==> config.mk <==
export PLATFORM = sky130hd
export DESIGN_NAME = interleaver_crc_framer_flat
export DESIGN_NICKNAME = d
export VERILOG_FILES = /design/src/rtl/interleaver_crc_framer_if.sv /design/src/rtl/interleaver_crc_framer.sv /design/src/flat_wrapper.sv
export SDC_FILE = /design/constraint.sdc
export NUM_CORES = 1
export LEC_CHECK = 0
export CORE_ASPECT_RATIO = 0.75
export CORE_MARGIN = 1
export CORE_UTILIZATION = 57
export CTS_CLUSTER_SIZE = 12
export DETAILED_ROUTE_END_ITERATION = 16
export PLACE_DENSITY = 0.81
export SETUP_SLACK_MARGIN = 0.1
export SLEW_MARGIN = 0
export SYNTH_ARGS = -nofsm -noshare
export SYNTH_HDL_FRONTEND = slang
export SYNTH_SLANG_ARGS = --single-unit
==> constraint.sdc <==
create_clock -name clk -period 4.6 [get_ports clk]
set_clock_uncertainty 0.1 [all_clocks]
set_input_delay 0.69 -clock clk [delete_from_list [all_inputs] [get_ports clk]]
set_output_delay 0.69 -clock clk [all_outputs]
set_load 0.02 [all_outputs]
==> src/rtl/interleaver_crc_framer_if.sv <==
// Bit-serial payload stream in, framed bit stream out, between the source and the CRC framer.
interface interleaver_crc_framer_if;
    logic in_start;
    logic in_valid;
    logic in_data;
    logic in_bsize;
    logic in_ready;
    logic block_size;
    logic crc_valid;
    logic crc_start;
    logic crc_data;
    logic crc_end;
    logic busy;

    modport slave (
        input  in_start, in_valid, in_data, in_bsize,
        output in_ready, block_size, crc_valid, crc_start, crc_data, crc_end, busy
    );

    modport master (
        output in_start, in_valid, in_data, in_bsize,
        input  in_ready, block_size, crc_valid, crc_start, crc_data, crc_end, busy
    );
endinterface

==> src/rtl/interleaver_crc_framer.sv <==
// Appends CRC-24A to a bit-serial transport block and frames it (start/data/end) for the
// turbo interleaver. Framed length is K_SMALL or K_LARGE selected by in_bsize at in_start.
module interleaver_crc_framer #(
    parameter int unsigned K_SMALL  = 1056,
    parameter int unsigned K_LARGE  = 6144,
    parameter int unsigned CRC_W    = 24,
    parameter logic [CRC_W-1:0] CRC_POLY = 24'h864CFB,
    parameter int unsigned CNT_W    = 13
) (
    input  logic                         clk,
    input  logic                         reset,
    interleaver_crc_framer_if.slave      bus
);

    typedef enum logic [1:0] {
        IDLE   = 2'd0,
        DATA   = 2'd1,
        PARITY = 2'd2
    } state_t;

    localparam logic [CNT_W-1:0] PAY_LAST_SMALL   = CNT_W'(K_SMALL - CRC_W - 1);
    localparam logic [CNT_W-1:0] PAY_LAST_LARGE   = CNT_W'(K_LARGE - CRC_W - 1);
    localparam logic [CNT_W-1:0] FRAME_LAST_SMALL = CNT_W'(K_SMALL - 1);
    localparam logic [CNT_W-1:0] FRAME_LAST_LARGE = CNT_W'(K_LARGE - 1);

    state_t             state_q, state_d;
    logic [CNT_W-1:0]   cnt_q, cnt_d;
    logic [CRC_W-1:0]   crc_q, crc_d;
    logic               bsize_q, bsize_d;
    logic               valid_q, valid_d;
    logic               data_q, data_d;
    logic               start_q, start_d;
    logic               end_q, end_d;
    logic               busy_q, busy_d;
    logic               ready_q, ready_d;
    logic [CNT_W-1:0]   pay_last_c;
    logic [CNT_W-1:0]   frame_last_c;

    // One step of the Galois CRC-24A LFSR (init 0, no reflection, no final XOR).
    function automatic logic [CRC_W-1:0] crc_step(input logic [CRC_W-1:0] c, input logic b);
        logic fb;
        fb = c[CRC_W-1] ^ b;
        return {c[CRC_W-2:0], 1'b0} ^ (fb ? CRC_POLY : {CRC_W{1'b0}});
    endfunction

    assign pay_last_c   = bsize_q ? PAY_LAST_LARGE   : PAY_LAST_SMALL;
    assign frame_last_c = bsize_q ? FRAME_LAST_LARGE : FRAME_LAST_SMALL;

    // Next-state and next-output logic; cnt holds the number of framed bits issued so far.
    always_comb begin
        state_d = state_q;
        cnt_d   = cnt_q;
        crc_d   = crc_q;
        bsize_d = bsize_q;
        valid_d = 1'b0;
        data_d  = 1'b0;
        start_d = 1'b0;
        end_d   = 1'b0;

        case (state_q)
            IDLE: begin
                if (bus.in_valid && bus.in_start) begin
                    bsize_d = bus.in_bsize;
                    cnt_d   = CNT_W'(1);
                    crc_d   = crc_step({CRC_W{1'b0}}, bus.in_data);
                    valid_d = 1'b1;
                    data_d  = bus.in_data;
                    start_d = 1'b1;
                    state_d = DATA;
                end
            end
            DATA: begin
                if (bus.in_valid) begin
                    cnt_d   = cnt_q + CNT_W'(1);
                    crc_d   = crc_step(crc_q, bus.in_data);
                    valid_d = 1'b1;
                    data_d  = bus.in_data;
                    if (cnt_q == pay_last_c) begin
                        state_d = PARITY;
                    end
                end
            end
            PARITY: begin
                valid_d = 1'b1;
                data_d  = crc_q[CRC_W-1];
                crc_d   = {crc_q[CRC_W-2:0], 1'b0};
                cnt_d   = cnt_q + CNT_W'(1);
                if (cnt_q == frame_last_c) begin
                    end_d   = 1'b1;
                    state_d = IDLE;
                end
            end
            default: begin
                state_d = IDLE;
            end
        endcase

        ready_d = (state_d != PARITY);
        busy_d  = (state_d != IDLE) || end_d;
    end

    always_ff @(posedge clk or negedge reset) begin
        if (!reset) begin
            state_q <= IDLE;
            cnt_q   <= '0;
            crc_q   <= '0;
            bsize_q <= 1'b0;
            valid_q <= 1'b0;
            data_q  <= 1'b0;
            start_q <= 1'b0;
            end_q   <= 1'b0;
            busy_q  <= 1'b0;
            ready_q <= 1'b1;
        end else begin
            state_q <= state_d;
            cnt_q   <= cnt_d;
            crc_q   <= crc_d;
            bsize_q <= bsize_d;
            valid_q <= valid_d;
            data_q  <= data_d;
            start_q <= start_d;
            end_q   <= end_d;
            busy_q  <= busy_d;
            ready_q <= ready_d;
        end
    end

    assign bus.in_ready   = ready_q;
    assign bus.block_size = bsize_q;
    assign bus.crc_valid  = valid_q;
    assign bus.crc_start  = start_q;
    assign bus.crc_data   = data_q;
    assign bus.crc_end    = end_q;
    assign bus.busy       = busy_q;

endmodule
==> src/flat_wrapper.sv <==
// flat-port wrapper written by rule: the top's interface ports become plain ports
module interleaver_crc_framer_flat 
#(
    parameter int unsigned K_SMALL  = 1056,
    parameter int unsigned K_LARGE  = 6144,
    parameter int unsigned CRC_W    = 24,
    parameter logic [CRC_W-1:0] CRC_POLY = 24'h864CFB,
    parameter int unsigned CNT_W    = 13
)
  (clk, reset, bus_in_start, bus_in_valid, bus_in_data, bus_in_bsize, bus_in_ready, bus_block_size, bus_crc_valid, bus_crc_start, bus_crc_data, bus_crc_end, bus_busy);
  interleaver_crc_framer_if bus_i ();
  input  logic clk;
  input  logic reset;
  input wire logic [$bits(bus_i.in_start)-1:0] bus_in_start;
  input wire logic [$bits(bus_i.in_valid)-1:0] bus_in_valid;
  input wire logic [$bits(bus_i.in_data)-1:0] bus_in_data;
  input wire logic [$bits(bus_i.in_bsize)-1:0] bus_in_bsize;
  output wire logic [$bits(bus_i.in_ready)-1:0] bus_in_ready;
  output wire logic [$bits(bus_i.block_size)-1:0] bus_block_size;
  output wire logic [$bits(bus_i.crc_valid)-1:0] bus_crc_valid;
  output wire logic [$bits(bus_i.crc_start)-1:0] bus_crc_start;
  output wire logic [$bits(bus_i.crc_data)-1:0] bus_crc_data;
  output wire logic [$bits(bus_i.crc_end)-1:0] bus_crc_end;
  output wire logic [$bits(bus_i.busy)-1:0] bus_busy;
  assign bus_i.in_start = bus_in_start;
  assign bus_i.in_valid = bus_in_valid;
  assign bus_i.in_data = bus_in_data;
  assign bus_i.in_bsize = bus_in_bsize;
  assign bus_in_ready = bus_i.in_ready;
  assign bus_block_size = bus_i.block_size;
  assign bus_crc_valid = bus_i.crc_valid;
  assign bus_crc_start = bus_i.crc_start;
  assign bus_crc_data = bus_i.crc_data;
  assign bus_crc_end = bus_i.crc_end;
  assign bus_busy = bus_i.busy;
  interleaver_crc_framer #(.K_SMALL(K_SMALL), .K_LARGE(K_LARGE), .CRC_W(CRC_W), .CRC_POLY(CRC_POLY), .CNT_W(CNT_W)) u_core (.clk(clk), .reset(reset), .bus(bus_i));
endmodule
======== After elaboration in Yosys (flattened, before gate mapping) ========
Cells that the tools add are included.
storage, ports and cells
  register bits ........................... 46
  logic and storage cells ................. 51
cells by class
  add/subtract/negate cells ............... 1
  eq/ne operators ......................... 7
  mux-type cells .......................... 24
  bitwise gates (word level) .............. 2
  reduce and logical (&&, ||, !) cells .... 7
operators with widths
  operator               number
  $mux 24                4
  $pmux 24 s3            1
  $mux 13                4
  $pmux 13 s3            1
  $eq 13x13->1           2
  $xor 24x24->24         1
  $add 13x1->13 const B  1
  $mux 2                 4
  $mux 1                 7
  $pmux 1 s3             2
  $pmux 2 s3             1
  $ne 2x2->1 const B     2
  $reduce_and 3->1       1
  $reduce_bool 3->1      1
  $eq 2x1->1 const B     1
  $eq 2x2->1 const B     1
  $logic_not 2->1        1
  $ne 2x1->1 const B     1
  $reduce_and 2->1       1
  $reduce_bool 2->1      1
  $logic_and 1x1->1      1
  $logic_or 1x1->1       1
  $xor 1x1->1            1

======== Depth between registers and ports, before layout ========
  depth after elaboration ................. 7
  gate-level depth with buffers ........... 11
  gate-level depth less buffers ........... 8

======== Worst setup path after synthesis ========
OpenSTA, ideal clock, no wires.
  path type ............................... register -> register
  start ................................... reg u_core.state_q[1]
  end ..................................... reg u_core.cnt_q[1]
  arrival time ............................ 1.846 ns
  data required time ...................... 4.417 ns
  slack ................................... 2.571 ns
  stages on the path, launching flop included .. 12
  buffers on the path ..................... 4
  cells stage by stage .................... dfrtp_1 -> inv_1 -> ha_1 -> clkbuf_2 -> nor2_1 -> a21oi_1 -> or2_1 -> clkbuf_1 -> buf_2 -> buf_1 -> nand2_1 -> o21ai_0
between the ends
  word-level cells in the longest chain between the ends .. 3
  elaborated cells on any way between the ends .. 8
ends and longest elaborated chain
  item                                                       line                           text
  from (decl)                                                interleaver_crc_framer.sv:26   state_t state_q, state_d;
  from (signal assigned)                                     interleaver_crc_framer.sv:115  state_q <= state_d;
  $eq 2x1->1, or another cell as far along                   interleaver_crc_framer.sv:60   case (state_q)
  $ne 2x2->1 (no source line), or another cell as far along  -
  $reduce_and 3->1 (no source line)                          -
  to (signal assigned)                                       interleaver_crc_framer.sv:116  cnt_q <= cnt_d;
  to (decl)                                                  interleaver_crc_framer.sv:27   logic [CNT_W-1:0] cnt_q, cnt_d;
Parallel ways exist; a longest one is shown, timed or not.
A chain may end at the register's enable or synchronous reset.

======== Final worst setup path ========
  start ................................... in bus_in_start
  end ..................................... reg u_core.cnt_q[0]
between the ends
  word-level cells in the longest chain between the ends .. 3
ends and longest elaborated chain
  item                               line                          text
  from (decl)                        flat_wrapper.sv:14            input wire logic [$bits(bus_i.in_start)-1:0] bus_in_start;
  $logic_and 1x1->1                  interleaver_crc_framer.sv:62  if (bus.in_valid && bus.in_start) begin
  $ne 2x1->1 (no source line)        -
  $reduce_and 3->1 (no source line)  -
Every way passes these cells.

==> results.yml <==
timing:
  hold_slack_ns: 0.397
  fmax_mhz: 319
  rsz0062_at_grt: "no"
  finalSetupViolCount: 0
  relSlewSlack: 0.339
  slew_violations: 0
  post-route-period-util: 0.682
  finalHoldViolations: 0
  fin_setup_tns_ns: 0
  fin_crit_ns: 3.14
  tightest_slew_ns: 0.991
logic_synthesis:
  netlist_area_mm2: 0.00240
  syn-instance-count: 255
  ys_top_cells_by_area: "dfrtp_1, nand2_1, a22o_1, o211ai_1, o21ai_0"
  ys_seq_area_frac: 0.480
  post-synth-top-count-cell: "nand2_1"
  synth_top_family_by_area: "compound AO/OA/AOI/OAI gates"
  synth-xor-area-share: 0.0146
  synthSimpleGateAreaFrac: 0.194
  synth-async-reset-ratio: 1.00
  synth_mux_area_frac: 0.0235
  synth-compound-area-share: 0.210
  yosysUniqueCellTypes: 45
  synth-edff-count: 0
  yosys_warnings: 0
  synth_top_cell_by_area: "dfrtp_1"
  synthFlopType: "dfrtp_1"
  yosys.area.top_type_share: 0.469
  syn_nets: 266
  syn_avg_cell_area_um2: 9.41
  yosys-top-cells-count: "nand2_1, dfrtp_1, a22o_1, o21ai_0, clkbuf_1"
  ys_seq_elements: 46
  yosys.area_share.adder: 0.0261
placed_design:
  dpl.hpwl_um: 2980
  place_inst: 303
  gp_congestion: 0.854
  place.port_buffers: 12
  placed_cell_area_mm2: 0.00250
worst_setup_path:
  required_ns: 4.69
  cp_max_fo: 36
  crit_path_start: "bus_in_start"
  worstSetupEndpointType: "register"
  critPathLaunchType: "input port"
  critPathKind: "in2reg"
  regToRegEndpoint: "u_core.cnt_q[0]"
  reg2reg_from: "u_core.state_q[1]"
  path_cells: "clkdlybuf4s50_1 -> nand2b_1 -> a21oi_1 -> or2_1 -> buf_4 -> mux2_2"
  critPathArrivalTime_ns: 3.23
  reg2reg_slack_ns: 1.59
  rr_worst_depth: 7
  max_stage_delay_ns: 0.59
  cp_slowest_cell: "a21oi_1"
global_route:
  grtUsageMet1: 0.343
  grt-ovfl-total: 0
  met3_usage: 0.0441
  grt_max_degree: 47
  met2_usage: 0.364
  grt_pass1_wl_um: 8300
  grt_pass1_vias: 1790
  antenna_found_initial: 0
  busiest_layer: "met2"
  grt_usage: 0.240
routing:
  ant_nets: 0
  drcViolationCount: 0
  viasPerCell: 6.01
  dr.pass1.iters: 4
  routed_wl_um: 4710
  wl_per_cell_um: 15.2
  first_iter_violations: 163
  vias: 1869
cts:
  cts_resized: 0
  root_buffer: "clkbuf_8"
  htree_levels: 2
  cts_tree: "built"
  cts.hold.buffers_added: 0
  post-cts-setup-buffer-count: 0
  cts_buffers: 5
  clock-sinks: 46
  insertion_delay_ns: 0.30
  clock_path_buffers: 2
  path_clk_slew_ns: 0.09
finish:
  seq_area_mm2: 0.00115
  n_fill_cell: 334
  antenna_cells: 0
  nNetsFinal: 266
  fin_area_mm2: 0.00264
  area_growth_pct: 10.2
  multiInputGateArea_mm2: 0.00112
  final_cells: 311
  drive_gt1_frac: 0.0977
floorplanning:
  die_y_um: 58.2
  coreArea_mm2: 0.00405
  rows: 20
  die_x_um: 76.9
  start_util: 0.592
  io-pin-count: 13
  dieArea_mm2: 0.00447
outcome:
  status: "completed"
min_path:
  worstHoldStart: "u_core.crc_q[8]"
  min_path_type: "reg2reg"
  hold_depth: 2
  hold_path_end: "u_core.crc_q[8]"
flow_run:
  drv_cap: 0
power:
  powerDensity_mw_per_mm2: 583
  leakagePower_nw: 1.12
  peakVddDrop_v: 0.000325
  p_total_mw: 1.54
## worst max path at each step
stage,endpoint,slack [ns],cells after the start
after floorplan,u_core.cnt_q[1],2.57,11
after global placement,u_core.cnt_q[0],1.26,6
after detailed placement,u_core.cnt_q[0],1.25,6
after CTS,u_core.cnt_q[0],1.52,6
after global routing,u_core.cnt_q[0],1.31,6
final,u_core.cnt_q[0],1.46,6
## per-stage QoR
step | utilization | setup WS, ns
after CTS | 0.652 | 1.52
final | 0.652 | 1.46
after global placement | 0.617 | 1.26
after global routing | 0.652 | 1.31
after detailed placement | 0.617 | 1.25
after floorplan | - | 2.57
## metal layers
layer  routed length (µm)  part of all wire
met2                 2060              0.44
met4                   91             0.019
met1                 2320              0.49
met5                    0                 0
met3                  243             0.052
## cell usage in the layout (no fill, tap or decap), drive strengths merged, types with 4 or more instances in the layout
master         count
a21oi              8
a22o              20
clkbuf             6
clkdlybuf4s50     11
dfrtp             45
ha                 5
inv                7
mux2               5
nand2             48
nand2b             4
nand3              7
nand4              4
nor2              11
nor3               7
nor4               4
o211ai            13
o21ai             19
## registers in the layout (all words and copies together) (netlist names)
register and flops:
u_core.bus.block_size 1, u_core.crc_q 24, u_core.bus.busy 1, u_core.bus.crc_data 1, u_core.state_q 2, u_core.bus.crc_start 1
u_core.bus.crc_end 1, u_core.bus.in_ready 1, u_core.cnt_q 13, u_core.bus.crc_valid 1
## power by group
group          switching, mW  total [mW]  internal (mW)
registers             0.0872       0.603          0.516
clock network          0.141       0.373          0.232
logic                  0.336       0.566          0.229
## logic make-up after synthesis
group	count (synthesis)
AOI/OAI and AO/OA	69
xor gates and xnor gates	4
adders and majority gates	5
buffers and inverters	28
DFF	46
muxes	5
and+or+nand+nor	98
## worst max-delay path, delay by kind of cell
family	cells	cell delay [ns]
AOI/OAI and AO/OA	1	0.59
and+or+nand+nor	2	0.66
buffers and inverters	2	0.90
muxes	1	0.38
## layout make-up
type,instances,area share
multi-input cells,181,0.425
inverters,7,0.00994
repair buffers,14,0.0492
clock buffers,6,0.0313
clock inverters,2,0.0227
well taps,55,0.0260
flip-flops and latches,46,0.436
(Power assumes the default switching activity.)
